===== src/rtl/vga_sync_gen.sv =====
// vga_sync_gen: VGA timing generator.
// Divides clk down to a pixel tick, runs the horizontal/vertical pixel counters and produces
// registered hsync/vsync plus the video_on, line_end and frame_end decodes. Default timing is
// 640x480 @ 60 Hz from a 50 MHz clock (DIV = 2).
//
// Ports:
//   clk        in   system clock
//   reset      in   synchronous, active-high reset
//   p_tick     out  one-clk pixel enable, once every DIV clocks (constant 1 when DIV = 1)
//   pix_x      out  horizontal count, 0..H_TOTAL-1
//   pix_y      out  vertical count, 0..V_TOTAL-1
//   video_on   out  high while inside the visible area
//   hsync      out  registered horizontal sync, active level SYNC_POL
//   vsync      out  registered vertical sync, active level SYNC_POL
//   line_end   out  pulse on the last pixel tick of each line
//   frame_end  out  pulse on the last pixel tick of each frame
module vga_sync_gen #(
  parameter int unsigned H_DISPLAY = 640,
  parameter int unsigned H_FRONT   = 16,
  parameter int unsigned H_SYNC    = 96,
  parameter int unsigned H_BACK    = 48,
  parameter int unsigned V_DISPLAY = 480,
  parameter int unsigned V_FRONT   = 10,
  parameter int unsigned V_SYNC    = 2,
  parameter int unsigned V_BACK    = 33,
  parameter int unsigned DIV       = 2,
  parameter bit          SYNC_POL  = 1'b0
) (
  input  logic       clk,
  input  logic       reset,
  output logic       p_tick,
  output logic [9:0] pix_x,
  output logic [9:0] pix_y,
  output logic       video_on,
  output logic       hsync,
  output logic       vsync,
  output logic       line_end,
  output logic       frame_end
);

  localparam int unsigned H_TOTAL = H_DISPLAY + H_FRONT + H_SYNC + H_BACK;
  localparam int unsigned V_TOTAL = V_DISPLAY + V_FRONT + V_SYNC + V_BACK;

  // 11-bit constants so a total of exactly 1024 still compares correctly.
  localparam logic [10:0] HLast     = 11'(H_TOTAL - 1);
  localparam logic [10:0] VLast     = 11'(V_TOTAL - 1);
  localparam logic [10:0] HDisp     = 11'(H_DISPLAY);
  localparam logic [10:0] VDisp     = 11'(V_DISPLAY);
  localparam logic [10:0] HSyncLo   = 11'(H_DISPLAY + H_FRONT);
  localparam logic [10:0] HSyncHi   = 11'(H_DISPLAY + H_FRONT + H_SYNC);  // exclusive
  localparam logic [10:0] VSyncLo   = 11'(V_DISPLAY + V_FRONT);
  localparam logic [10:0] VSyncHi   = 11'(V_DISPLAY + V_FRONT + V_SYNC);  // exclusive

  if (H_TOTAL > 1024 || V_TOTAL > 1024) begin : gen_bad_total
    $error("vga_sync_gen: H_TOTAL and V_TOTAL must not exceed 1024");
  end
  if (DIV < 1) begin : gen_bad_div
    $error("vga_sync_gen: DIV must be at least 1");
  end

  // Pixel tick divider
  if (DIV == 1) begin : gen_no_div
    assign p_tick = 1'b1;
  end else begin : gen_div
    localparam int unsigned DivW    = $clog2(DIV);
    localparam logic [DivW-1:0] DivLast = DivW'(DIV - 1);

    logic [DivW-1:0] div_cnt_q;

    always_ff @(posedge clk) begin
      if (reset) begin
        div_cnt_q <= '0;
      end else if (div_cnt_q == DivLast) begin
        div_cnt_q <= '0;
      end else begin
        div_cnt_q <= div_cnt_q + DivW'(1);
      end
    end

    assign p_tick = (div_cnt_q == DivLast);
  end

  // Pixel counters and syncs
  logic [9:0] pix_x_q, pix_x_d;
  logic [9:0] pix_y_q, pix_y_d;
  logic       hsync_q, hsync_d;
  logic       vsync_q, vsync_d;
  logic       x_last, y_last;

  assign x_last = ({1'b0, pix_x_q} == HLast);
  assign y_last = ({1'b0, pix_y_q} == VLast);

  always_comb begin
    pix_x_d = pix_x_q;
    pix_y_d = pix_y_q;
    if (p_tick) begin
      if (x_last) begin
        pix_x_d = '0;
        pix_y_d = y_last ? 10'd0 : pix_y_q + 10'd1;
      end else begin
        pix_x_d = pix_x_q + 10'd1;
      end
    end
    // Decode from the next counts so the registered syncs line up with pix_x/pix_y.
    hsync_d = ({1'b0, pix_x_d} >= HSyncLo && {1'b0, pix_x_d} < HSyncHi) ? SYNC_POL : ~SYNC_POL;
    vsync_d = ({1'b0, pix_y_d} >= VSyncLo && {1'b0, pix_y_d} < VSyncHi) ? SYNC_POL : ~SYNC_POL;
  end

  always_ff @(posedge clk) begin
    if (reset) begin
      pix_x_q <= '0;
      pix_y_q <= '0;
      hsync_q <= ~SYNC_POL;
      vsync_q <= ~SYNC_POL;
    end else begin
      pix_x_q <= pix_x_d;
      pix_y_q <= pix_y_d;
      hsync_q <= hsync_d;
      vsync_q <= vsync_d;
    end
  end

  assign pix_x     = pix_x_q;
  assign pix_y     = pix_y_q;
  assign hsync     = hsync_q;
  assign vsync     = vsync_q;
  assign video_on  = ({1'b0, pix_x_q} < HDisp) && ({1'b0, pix_y_q} < VDisp);
  assign line_end  = p_tick && x_last;
  assign frame_end = line_end && y_last;

endmodule


===== config.mk =====
export PLATFORM = sky130hd
export DESIGN_NAME = vga_sync_gen
export DESIGN_NICKNAME = d
export VERILOG_FILES = /design/src/rtl/vga_sync_gen.sv
export SDC_FILE = /design/constraint.sdc
export NUM_CORES = 1
export LEC_CHECK = 0
export ABC_AREA = 1
export BUFFER_PORTS_ARGS = -buffer_cell sky130_fd_sc_hd__buf_2
export CAP_MARGIN = 10
export CORE_ASPECT_RATIO = 0.9
export CORE_MARGIN = 2
export CORE_UTILIZATION = 60
export CTS_BUF_LIST = sky130_fd_sc_hd__clkbuf_2 sky130_fd_sc_hd__clkbuf_4 sky130_fd_sc_hd__clkbuf_8
export DETAILED_ROUTE_END_ITERATION = 8
export GPL_TIMING_DRIVEN = 0
export MAX_ROUTING_LAYER = met4
export PLACE_DENSITY = 0.86
export SETUP_SLACK_MARGIN = 0.02
export SYNTH_ARGS = -nofsm -noshare
export SYNTH_HDL_FRONTEND = slang
export SYNTH_SLANG_ARGS = --single-unit

===== constraint.sdc =====
create_clock -name clk -period 2.3 [get_ports clk]
set_input_delay 0.115 -clock clk [delete_from_list [all_inputs] [get_ports clk]]
set_output_delay 0.115 -clock clk [all_outputs]
set_load 0.03 [all_outputs]

==> results of run 1 <==
-- placed cells by master (no fill, tap or decap), drive strengths merged --
| cell type | instances |
|---|---|
| nor2 | 41 |
| inv | 32 |
| xor2 | 3 |
| a21oi | 4 |
| nand2 | 55 |
| o21ai | 7 |
| nand3 | 22 |
| nand4 | 5 |
| ha | 3 |
| buf | 28 |
| nor3 | 6 |
| a211oi | 1 |
| dfxtp | 23 |
| xnor2 | 1 |
| clkbuf | 6 |
| nor4 | 1 |
-- where the power goes --
part	leakage [nW]	switching (mW)	internal [mW]
clock network	0.0184	0.117	0.0795
logic	0.569	0.0243	0.00769
registers	0.186	0.00526	0.402
total	0.774	0.146	0.489
-- cells by family (layout without fill, tap and decap cells) --
group,count (synthesis),after routing,synth area share (%)
fa+ha+maj,3,3,2.804
simple gates,130,130,43.65
buf+inv,36,66,11.03
xor+xnor,4,4,2.617
flops,23,23,34.39
compound gates,12,12,5.515
-- final cells by class --
class	count	area, sq um
Sequential cell	23	460.4
Tap cell	27	33.78
Fill cell	192	609.3
Multi-Input combinational cell	149	730.7
Timing Repair Buffer	26	130.1
Inverter	32	120.1
Clock buffer	4	30.03
Buffer	4	27.53
-- state kept, by name, indices dropped and copies added (netlist names) --
signal,count
hsync,1
p_tick,1
pix_x,10
pix_y,10
vsync,1
-- per-layer routing --
| layer | wire length (microns) | global-route usage (%) |
|---|---|---|
| met5 | 0 | - |
| met4 | 13 | 3.846 |
| met3 | 166 | 6.442 |
| met2 | 1213 | 35.98 |
| met1 | 1496 | 40.35 |
-- critical path, cell delays in order, from the launching register on --
cell	delay [ns]
dfxtp_1	0.43
ha_1	0.21
nand2_2	0.12
nor2_4	0.14
nand4_2	0.29
nor2_1	0.17
buf_2	0.21
-- path summary, 6_finish.rpt --
kind                          to           startpoint  slack [ns]
max                    frame_end  pix_x[0]$_SDFF_PP0_        0.29
min          pix_x[4]$_SDFF_PP0_                reset        0.14
max reg2reg     vsync$_SDFF_PP1_  pix_x[0]$_SDFF_PP0_        0.49
min reg2reg  pix_y[9]$_SDFF_PP0_  pix_y[9]$_SDFF_PP0_        0.52
==> results.tsv, run 1 <==
stage	metric	value	unit
placement	place_inst	261	
grt	antenna_found_initial	0	
worst_hold_path	hold_path_depth	2	
run	maxCapViolations	0	
grt	gr-total-overflow	0	
floorplanning	initial_core_util	62.50	%
power	vdd.ir_drop.worst	0.0004812	V
sta	rsz0062_at_grt	false	
status	status	finished clean	
power	p_total	0.6357	mW
sta	post-route-period-util	87.42	%
yosys	syn_area	1339	sq um
worst_hold_path	hold_class	in -> reg	
final_layout	diodes	0	
final_layout	synthToLayoutAreaGrowth	14.49	%
yosys	yosys.cell_count.top_type	nand2_1	
sta	finalMaxSlewViolations	0	
grt	grt_pass1_vias	1148	
route	drt_first_pass_iters	4	
sta	slew_headroom	69.70	%
yosys	synth-seq-cells	23	
route	drtIter0Drc	40	
floorplanning	fp-row-count	16	
yosys	ys.flop_type	dfxtp_1	
yosys	syn_avg_cell_area	6.436	sq um
yosys	seq_area_frac_synth	34.39	%
grt	grt_max_degree	13	
sta	finalHoldWorstSlack	0.1383	ns
floorplanning	die_h	48.81	microns
sta	post-route-min-period	2.011	ns
route	antenna_left	0	
final_layout	final_cells	265	
yosys	yosysWarnings	0	
sta	finalClockSkew	0.004073	ns
critical_path	r2r_cells	11	
sta	fmax	497.4	MHz
yosys	synth_top_cell_area_share	34.39	%
sta	setup_viol	0	
yosys	ys_top_cells_by_area	dfxtp_1 34%, nand2_1 15%, nor2_1 11%	
critical_path	critPathKind	reg -> out	
clock_network	clock_latency	0.31	ns
route	wl_per_cell	10.90	microns
yosys	synth_async_sr_flop_share	0	%
clock_network	cts_max_level	1	
floorplanning	placeableCoreArea	2142	sq um
clock_network	clock_sinks	23	
yosys	mappedNetlistNets	213	
critical_path	cp.required	2.18	ns
placement	dpl_cell_area	1503	sq um
sta	fin_setup_tns	0	ns
clock_network	clockBufferDepth	2	
route	routed_wirelength	2889	microns
sta	hold_viol	0	
clock_network	post_cts_buffers	0	
sta	worst_pin_slew	0.4545	ns
yosys	ys_types	26	
final_layout	stdcell_area	1533	sq um
yosys	syn_inst	208	
critical_path	startpoint_type	flip-flop	
route	vias	1348	
final_layout	final_nets	244	
clock_network	cts_made_buffers	3	
floorplanning	dieArea	2625	sq um
critical_path	critical_path.max_fanout	10	
clock_network	tritoncts	built	
critical_path	crit_arrival	1.90	ns
grt	gr-usage-all-layers	26.45	%
placement	portBuffers	26	
clock_network	holdBufCountCts	0	
yosys	synth_top_area_cell	dfxtp_1	
clock_network	post_cts_resized	0	
clock_network	clk_pin_slew	0.12	ns
placement	hpwlAfterDp	2263	microns
final_layout	post-route-util	71.55	%
placement	preCtsSetupSlack	0.5283	ns
yosys	synth_common_cells	52 x nand2_1, 38 x nor2_1, 30 x inv_1, 23 x dfxtp_1, 20 x nand3_1	
placement	place.gp.congestion	0.9472	
yosys	synth_edf_count	0	
grt	grt_pass1_wl	5078	microns
clock_network	cts-root-buf	clkbuf_4	
sta	timing.final.ws_setup	0.2894	ns
final_layout	drive_above_1_share	18.91	%
route	routed_via_density	5.087	
floorplanning	io_pins	28	
floorplanning	die_w	53.79	microns
power	power_density	414.7	nW/um^2
route	drc_errors	0	
power	leakage	0.7737	nW
critical_path	critPathCaptureType	primary output	
(Power assumes the default switching activity.)
==> inputs of run 2 (changes only) <==
--- a/config.mk
+++ b/config.mk
@@ -6,16 +6,16 @@
 export NUM_CORES = 1
 export LEC_CHECK = 0
 export ABC_AREA = 1
-export BUFFER_PORTS_ARGS = -buffer_cell sky130_fd_sc_hd__buf_2
 export CAP_MARGIN = 10
 export CORE_ASPECT_RATIO = 0.9
 export CORE_MARGIN = 2
 export CORE_UTILIZATION = 60
 export CTS_BUF_LIST = sky130_fd_sc_hd__clkbuf_2 sky130_fd_sc_hd__clkbuf_4 sky130_fd_sc_hd__clkbuf_8
 export DETAILED_ROUTE_END_ITERATION = 8
+export DONT_BUFFER_PORTS = 1
 export GPL_TIMING_DRIVEN = 0
 export MAX_ROUTING_LAYER = met4
-export PLACE_DENSITY = 0.86
+export PLACE_DENSITY = 0.76
 export SETUP_SLACK_MARGIN = 0.02
 export SYNTH_ARGS = -nofsm -noshare
 export SYNTH_HDL_FRONTEND = slang
==> run 2 against run 1 <==
Compared with the run above:
- combinational power shrank 35%
- global-route usage shrank 0.18 points
- setup slack lost 0.038 ns
==> results.tsv, run 2 (synthesized netlist as in run 1, its figures left out) <==
stage	metric	value	unit
power	p_total	0.6276	mW
critical_path	critical_path.max_fanout	10	
critical_path	critical_path.top_delay_family	simple AND/OR/NAND/NOR gates	
floorplanning	io_pins	28	
clock_network	clockBufferDepth	2	
critical_path	r2r_start	pix_x[0]$_SDFF_PP0_	
route	wl_per_cell	12.45	microns
critical_path	crit_arrival	1.93	ns
placement	hpwlAfterDp	2335	microns
critical_path	critPathKind	reg -> out	
sta	slew_headroom	39.39	%
status	status	finished clean	
final_layout	drive_above_1_share	10.38	%
power	leakage	0.6404	nW
route	routed_via_density	5.343	
critical_path	worstPathCellList	ha_1 > nand2_2 > nor2_4 > nand4_2 > nor2_4	
critical_path	r2r_cells	6	
critical_path	endpoint	frame_end	
final_layout	synthToLayoutAreaGrowth	5.327	%
critical_path	cp_common_cell	nor2_4	
floorplanning	placeableCoreArea	2142	sq um
grt	grt_max_degree	14	
final_layout	multi_input_comb_area	738.2	sq um
final_layout	final_cell_mix	52 x nand2_1, 37 x nor2_1, 30 x inv_1	
sta	worst_pin_slew	0.9022	ns
final_layout	fill_cells	200	
critical_path	cp_num_cells	5	
sta	post-route-period-util	89.06	%
critical_path	critPathCaptureType	primary output	
route	vias	1277	
route	drt_first_pass_iters	4	
sta	post-route-min-period	2.048	ns
grt	gr-total-overflow	0	
clock_network	clock_latency	0.33	ns
critical_path	crit_buf_inv	0	
clock_network	clock_sinks	23	
final_layout	final-seq-area	462.9	sq um
placement	place.gp.congestion	0.9392	
final_layout	diodes	0	
grt	antenna_found_initial	0	
sta	finalHoldWorstSlack	0.1187	ns
floorplanning	die_h	48.81	microns
sta	fin_setup_tns	0	ns
power	power_density	445.1	nW/um^2
sta	hold_viol	0	
clock_network	cts_max_level	1	
floorplanning	die_w	53.79	microns
sta	finalMaxSlewViolations	0	
grt	grt_pass1_vias	1142	
clock_network	clk_pin_slew	0.14	ns
sta	setup_viol	0	
route	drtIter0Drc	30	
critical_path	reg2reg_slack	0.34	ns
critical_path	cp.required	2.18	ns
placement	portBuffers	0	
floorplanning	initial_core_util	62.50	%
worst_hold_path	hold_path_depth	2	
critical_path	crit_start	pix_x[0]$_SDFF_PP0_	
critical_path	cpMaxStageDelayCell	dfxtp_2	
worst_hold_path	hold_class	in -> reg	
sta	rsz0062_at_grt	false	
clock_network	cts_made_buffers	3	
critical_path	startpoint_type	flip-flop	
route	drc_errors	0	
final_layout	layout_commonest_cell	nand2_1	
final_layout	final_nets	218	
clock_network	cts-root-buf	clkbuf_4	
final_layout	post-route-util	65.83	%
power	vdd.ir_drop.worst	0.0003500	V
critical_path	critPathMaxStageDelay	0.48	ns
sta	finalClockSkew	0.02244	ns
floorplanning	fp-row-count	16	
clock_network	tritoncts	built	
floorplanning	dieArea	2625	sq um
route	routed_wirelength	2976	microns
route	antenna_left	0	
run	maxCapViolations	0	
critical_path	r2r_end	pix_y[0]$_SDFF_PP0_	
grt	grt_pass1_wl	5050	microns
sta	fmax	488.2	MHz
grt	gr-usage-all-layers	26.28	%
run 2: stage by stage:
stage / std cells / instance area, sq um / setup slack (ns)
after floorplan: 208 / 1339 / 0.4482
after global placement: 235 / 1373 / 0.2293
after detailed placement: 235 / 1373 / 0.2355
after CTS: 239 / 1408 / 0.07677
after global routing: 239 / 1410 / 0.1406
final: 239 / 1410 / 0.2517
run 2: repair_timing:
| item | CTS | global route |
|---|---|---|
| resized for setup | 2 | 2 |
| hold buffers | 0 | 0 |
| setup endpoints to repair | 1 | 3 |
| setup buffers | 0 | 0 |
| pin swaps | 0 | 0 |
run 2: area by class of cell:
| cell class | instances | share of cell area [%] |
|---|---|---|
| Multi-Input combinational cell | 149 | 52.35 |
| Sequential cell | 23 | 32.83 |
| Inverter | 32 | 8.518 |
| Tap cell | 27 | 2.396 |
| Buffer | 4 | 1.952 |
| Clock buffer | 3 | 1.597 |
| Clock inverter | 1 | 0.3549 |
run 2: worst register-to-register path: cells and delay by family, from the launching register on:
| kind | cells | cell delay, ns |
|---|---|---|
| adders and majority gates | 1 | 0.22 |
| and+or+nand+nor | 3 | 0.61 |
| AOI/OAI and AO/OA | 2 | 0.54 |
| DFF | 1 | 0.48 |
run 2: worst min-delay path by stage:
| stage | start | endpoint | slack [ns] |
|---|---|---|---|
| detailed placement | reset | pix_x[5]$_SDFF_PP0_ | 0.46 |
| CTS | reset | pix_x[5]$_SDFF_PP0_ | 0.12 |
| floorplan | reset | pix_x[4]$_SDFF_PP0_ | 0.41 |
| global route | reset | pix_x[5]$_SDFF_PP0_ | 0.15 |
| finish | reset | pix_x[5]$_SDFF_PP0_ | 0.12 |
| global placement | reset | pix_x[4]$_SDFF_PP0_ | 0.45 |
run 2: routing by layer:
layer	track usage [%]	vias to the layer above	part of all wire (%)
met5	-	-	0
met4	3.846	0	0.60
met3	8.282	4	8.8
met2	38.41	43	43
met1	36.24	569	48
li1	-	661	-
run 2: power breakdown:
part | switching [mW] | internal (mW) | leakage (nW)
registers | 0.0134 | 0.403 | 0.187
clock network | 0.125 | 0.0651 | 0.0177
logic | 0.0157 | 0.00513 | 0.436
total | 0.154 | 0.473 | 0.640
==> inputs of run 3 (changes only) <==
--- a/config.mk
+++ b/config.mk
@@ -16,6 +16,7 @@
 export GPL_TIMING_DRIVEN = 0
 export MAX_ROUTING_LAYER = met4
 export PLACE_DENSITY = 0.76
+export REMOVE_ABC_BUFFERS = 1
 export SETUP_SLACK_MARGIN = 0.02
 export SYNTH_ARGS = -nofsm -noshare
 export SYNTH_HDL_FRONTEND = slang
==> run 3 against run 2 <==
Compared with the run above:
- first-iteration DRC count increased by 30%
- total power increased by 2.1%
- sequential cell count unchanged
- clock power increased by 7%
- die area unchanged
- hold slack got worse by 0.093 ns
- critical endpoint is now vsync$_SDFF_PP1_
- highest routed layer unchanged
==> results.tsv, run 3 (synthesized netlist as in run 1, its figures left out) <==
stage	metric	value	unit
final_layout	diodes	0	
clock_network	clk_pin_slew	0.13	ns
grt	grt_max_degree	17	
power	p_int	0.4873	mW
clock_network	clock_sinks	23	
power	vdd.ir_drop.worst	0.0004346	V
placement	hpwlAfterDp	2213	microns
floorplanning	die_w	53.79	microns
critical_path	critPathKind	reg -> reg	
placement	dpl_cell_area	1345	sq um
floorplanning	io_pins	28	
worst_hold_path	hold_class	in -> reg	
floorplanning	fp-row-count	16	
sta	hold_viol	0	
placement	place.gp.congestion	0.8998	
final_layout	layout_commonest_cell	nand2_1	
run	maxCapViolations	0	
route	drc_errors	0	
grt	grt_pass1_wl	5188	microns
critical_path	cp.required	2.51	ns
route	drt_first_pass_iters	4	
critical_path	r2r_start	p_tick$_SDFF_PP0_	
power	power_density	457.2	nW/um^2
route	drtIter0Drc	39	
critical_path	critPathCaptureType	flip-flop	
critical_path	startpoint_type	flip-flop	
final_layout	final_nets	216	
power	switching_share	23.93	%
power	clock_power_share	31.9	%
final_layout	drive_above_1_share	10.00	%
sta	post-route-min-period	2.090	ns
clock_network	cts-root-buf	clkbuf_4	
floorplanning	die_h	48.81	microns
worst_hold_path	min_from	reset	
power	comb_power_share	2.6	%
critical_path	r2r_end	vsync$_SDFF_PP1_	
sta	fin_setup_tns	0	ns
route	routed_via_density	5.553	
worst_hold_path	hold_end	pix_x[3]$_SDFF_PP0_	
route	routed_wirelength	3051	microns
sta	worst_pin_slew	0.9021	ns
grt	gr-usage-all-layers	26.86	%
route	vias	1316	
critical_path	r2r_cells	7	
route	wl_per_cell	12.87	microns
floorplanning	initial_core_util	62.50	%
sta	fmax	478.5	MHz
grt	gr-total-overflow	0	
route	antenna_left	0	
clock_network	cts_max_level	1	
clock_network	tritoncts	built	
power	leakage	0.6316	nW
critical_path	critPathMaxStageDelay	0.84	ns
critical_path	cp_common_cell	nand2_1	
clock_network	clockBufferDepth	2	
placement	portBuffers	0	
grt	grt_pass1_vias	1213	
worst_hold_path	hold_path_depth	3	
sta	finalMaxSlewViolations	0	
critical_path	worstPathCellList	inv_1 > nor2_4 > nand2_1 > nand2_1 > nand2_1 > nor2_1 > nand3_1	
status	status	finished clean	
sta	post-route-period-util	90.87	%
grt	antenna_found_initial	0	
final_layout	synthToLayoutAreaGrowth	4.673	%
power	p_switching	0.1533	mW
sta	slew_headroom	39.40	%
clock_network	cts_made_buffers	3	
power	seqPwrFrac	65.5	%
final_layout	stdcell_area	1401	sq um
critical_path	cpMaxStageDelayCell	dfxtp_1	
sta	timing.final.ws_setup	0.2100	ns
sta	finalClockSkew	0.001946	ns
placement	preCtsSetupSlack	0.07573	ns
final_layout	final_cell_mix	52 x nand2_1, 37 x nor2_1, 30 x inv_1	
sta	rsz0062_at_grt	false	
critical_path	critical_path.max_fanout	14	
floorplanning	dieArea	2625	sq um
floorplanning	placeableCoreArea	2142	sq um
critical_path	crit_arrival	2.30	ns
sta	setup_viol	0	
critical_path	reg2reg_slack	0.21	ns
clock_network	clock_latency	0.31	ns
## run 3: cell count changes in the layout (fill, tap and decap cells not counted), sizes merged
cell	previous run	this run
clkinv	1	0
nor2	41	42
dlygate4sd3	0	1
buf	2	0
clkbuf	5	4
## run 3: power groups by stage
stage	Combinational (mW)	Sequential [mW]	Clock, mW
after floorplan	0.00825	0.425	0
after global placement	0.00963	0.427	0
after detailed placement	0.0101	0.428	0
after CTS	0.0158	0.419	0.210
after global routing	0.0193	0.421	0.222
final	0.0167	0.420	0.204
## run 3: stage by stage
stage | hold WS (ns) | cells | power, mW | utilization, %
floorplan | 0.1865 | 204 | 0.4335 | -
global placement | 0.1897 | 231 | 0.4371 | 62.79
detailed placement | 0.1916 | 231 | 0.4376 | 62.79
CTS | 0.01713 | 236 | 0.6449 | 65.01
global route | 0.04252 | 237 | 0.6624 | 65.42
finish | 0.02574 | 237 | 0.6407 | 65.42
## run 3: worst max-delay path, delay by kind of cell, from the launching register on
| family | cells | cell delay (ns) |
|---|---|---|
| simple gates | 6 | 0.87 |
| flops | 1 | 0.84 |
| buf+inv | 1 | 0.26 |
## run 3: timing repair
| action | in CTS | in global routing |
|---|---|---|
| hold buffers | 1 | 0 |
| hold endpoints to repair | 18 | 0 |
| resized for setup | 2 | 2 |
| endpoints found under the setup margin | 1 | 2 |
| setup buffers | 0 | 0 |
| pin swaps | 0 | 1 |
| gates cloned | 0 | 1 |
## run 3: worst max-delay path by stage
stage	start	endpoint	slack, ns	depth (start not counted)
after floorplan	pix_x[0]$_SDFF_PP0_	vsync$_SDFF_PP1_	0.31	9
after global placement	pix_x[0]$_SDFF_PP0_	vsync$_SDFF_PP1_	0.10	10
after detailed placement	pix_x[0]$_SDFF_PP0_	vsync$_SDFF_PP1_	0.08	9
after CTS	pix_x[0]$_SDFF_PP0_	vsync$_SDFF_PP1_	0.06	9
after global routing	p_tick$_SDFF_PP0_	vsync$_SDFF_PP1_	0.08	6
final	p_tick$_SDFF_PP0_	vsync$_SDFF_PP1_	0.21	7
## run 3: cell type report
type	instances	area (sq um)
Inverter	32	120.1
Clock buffer	4	30.03
Fill cell	198	740.7
Sequential cell	23	462.9
Timing Repair Buffer	1	10.01
Tap cell	27	33.78
Multi-Input combinational cell	150	744.5
## run 3: layer usage
metal	vias up	GRT usage, %	part of all wire [%]
li1	658	-	-
met1	577	37.01	43
met2	79	38.82	44
met3	2	9.202	12
met4	0	4.274	0.75
met5	-	-	0
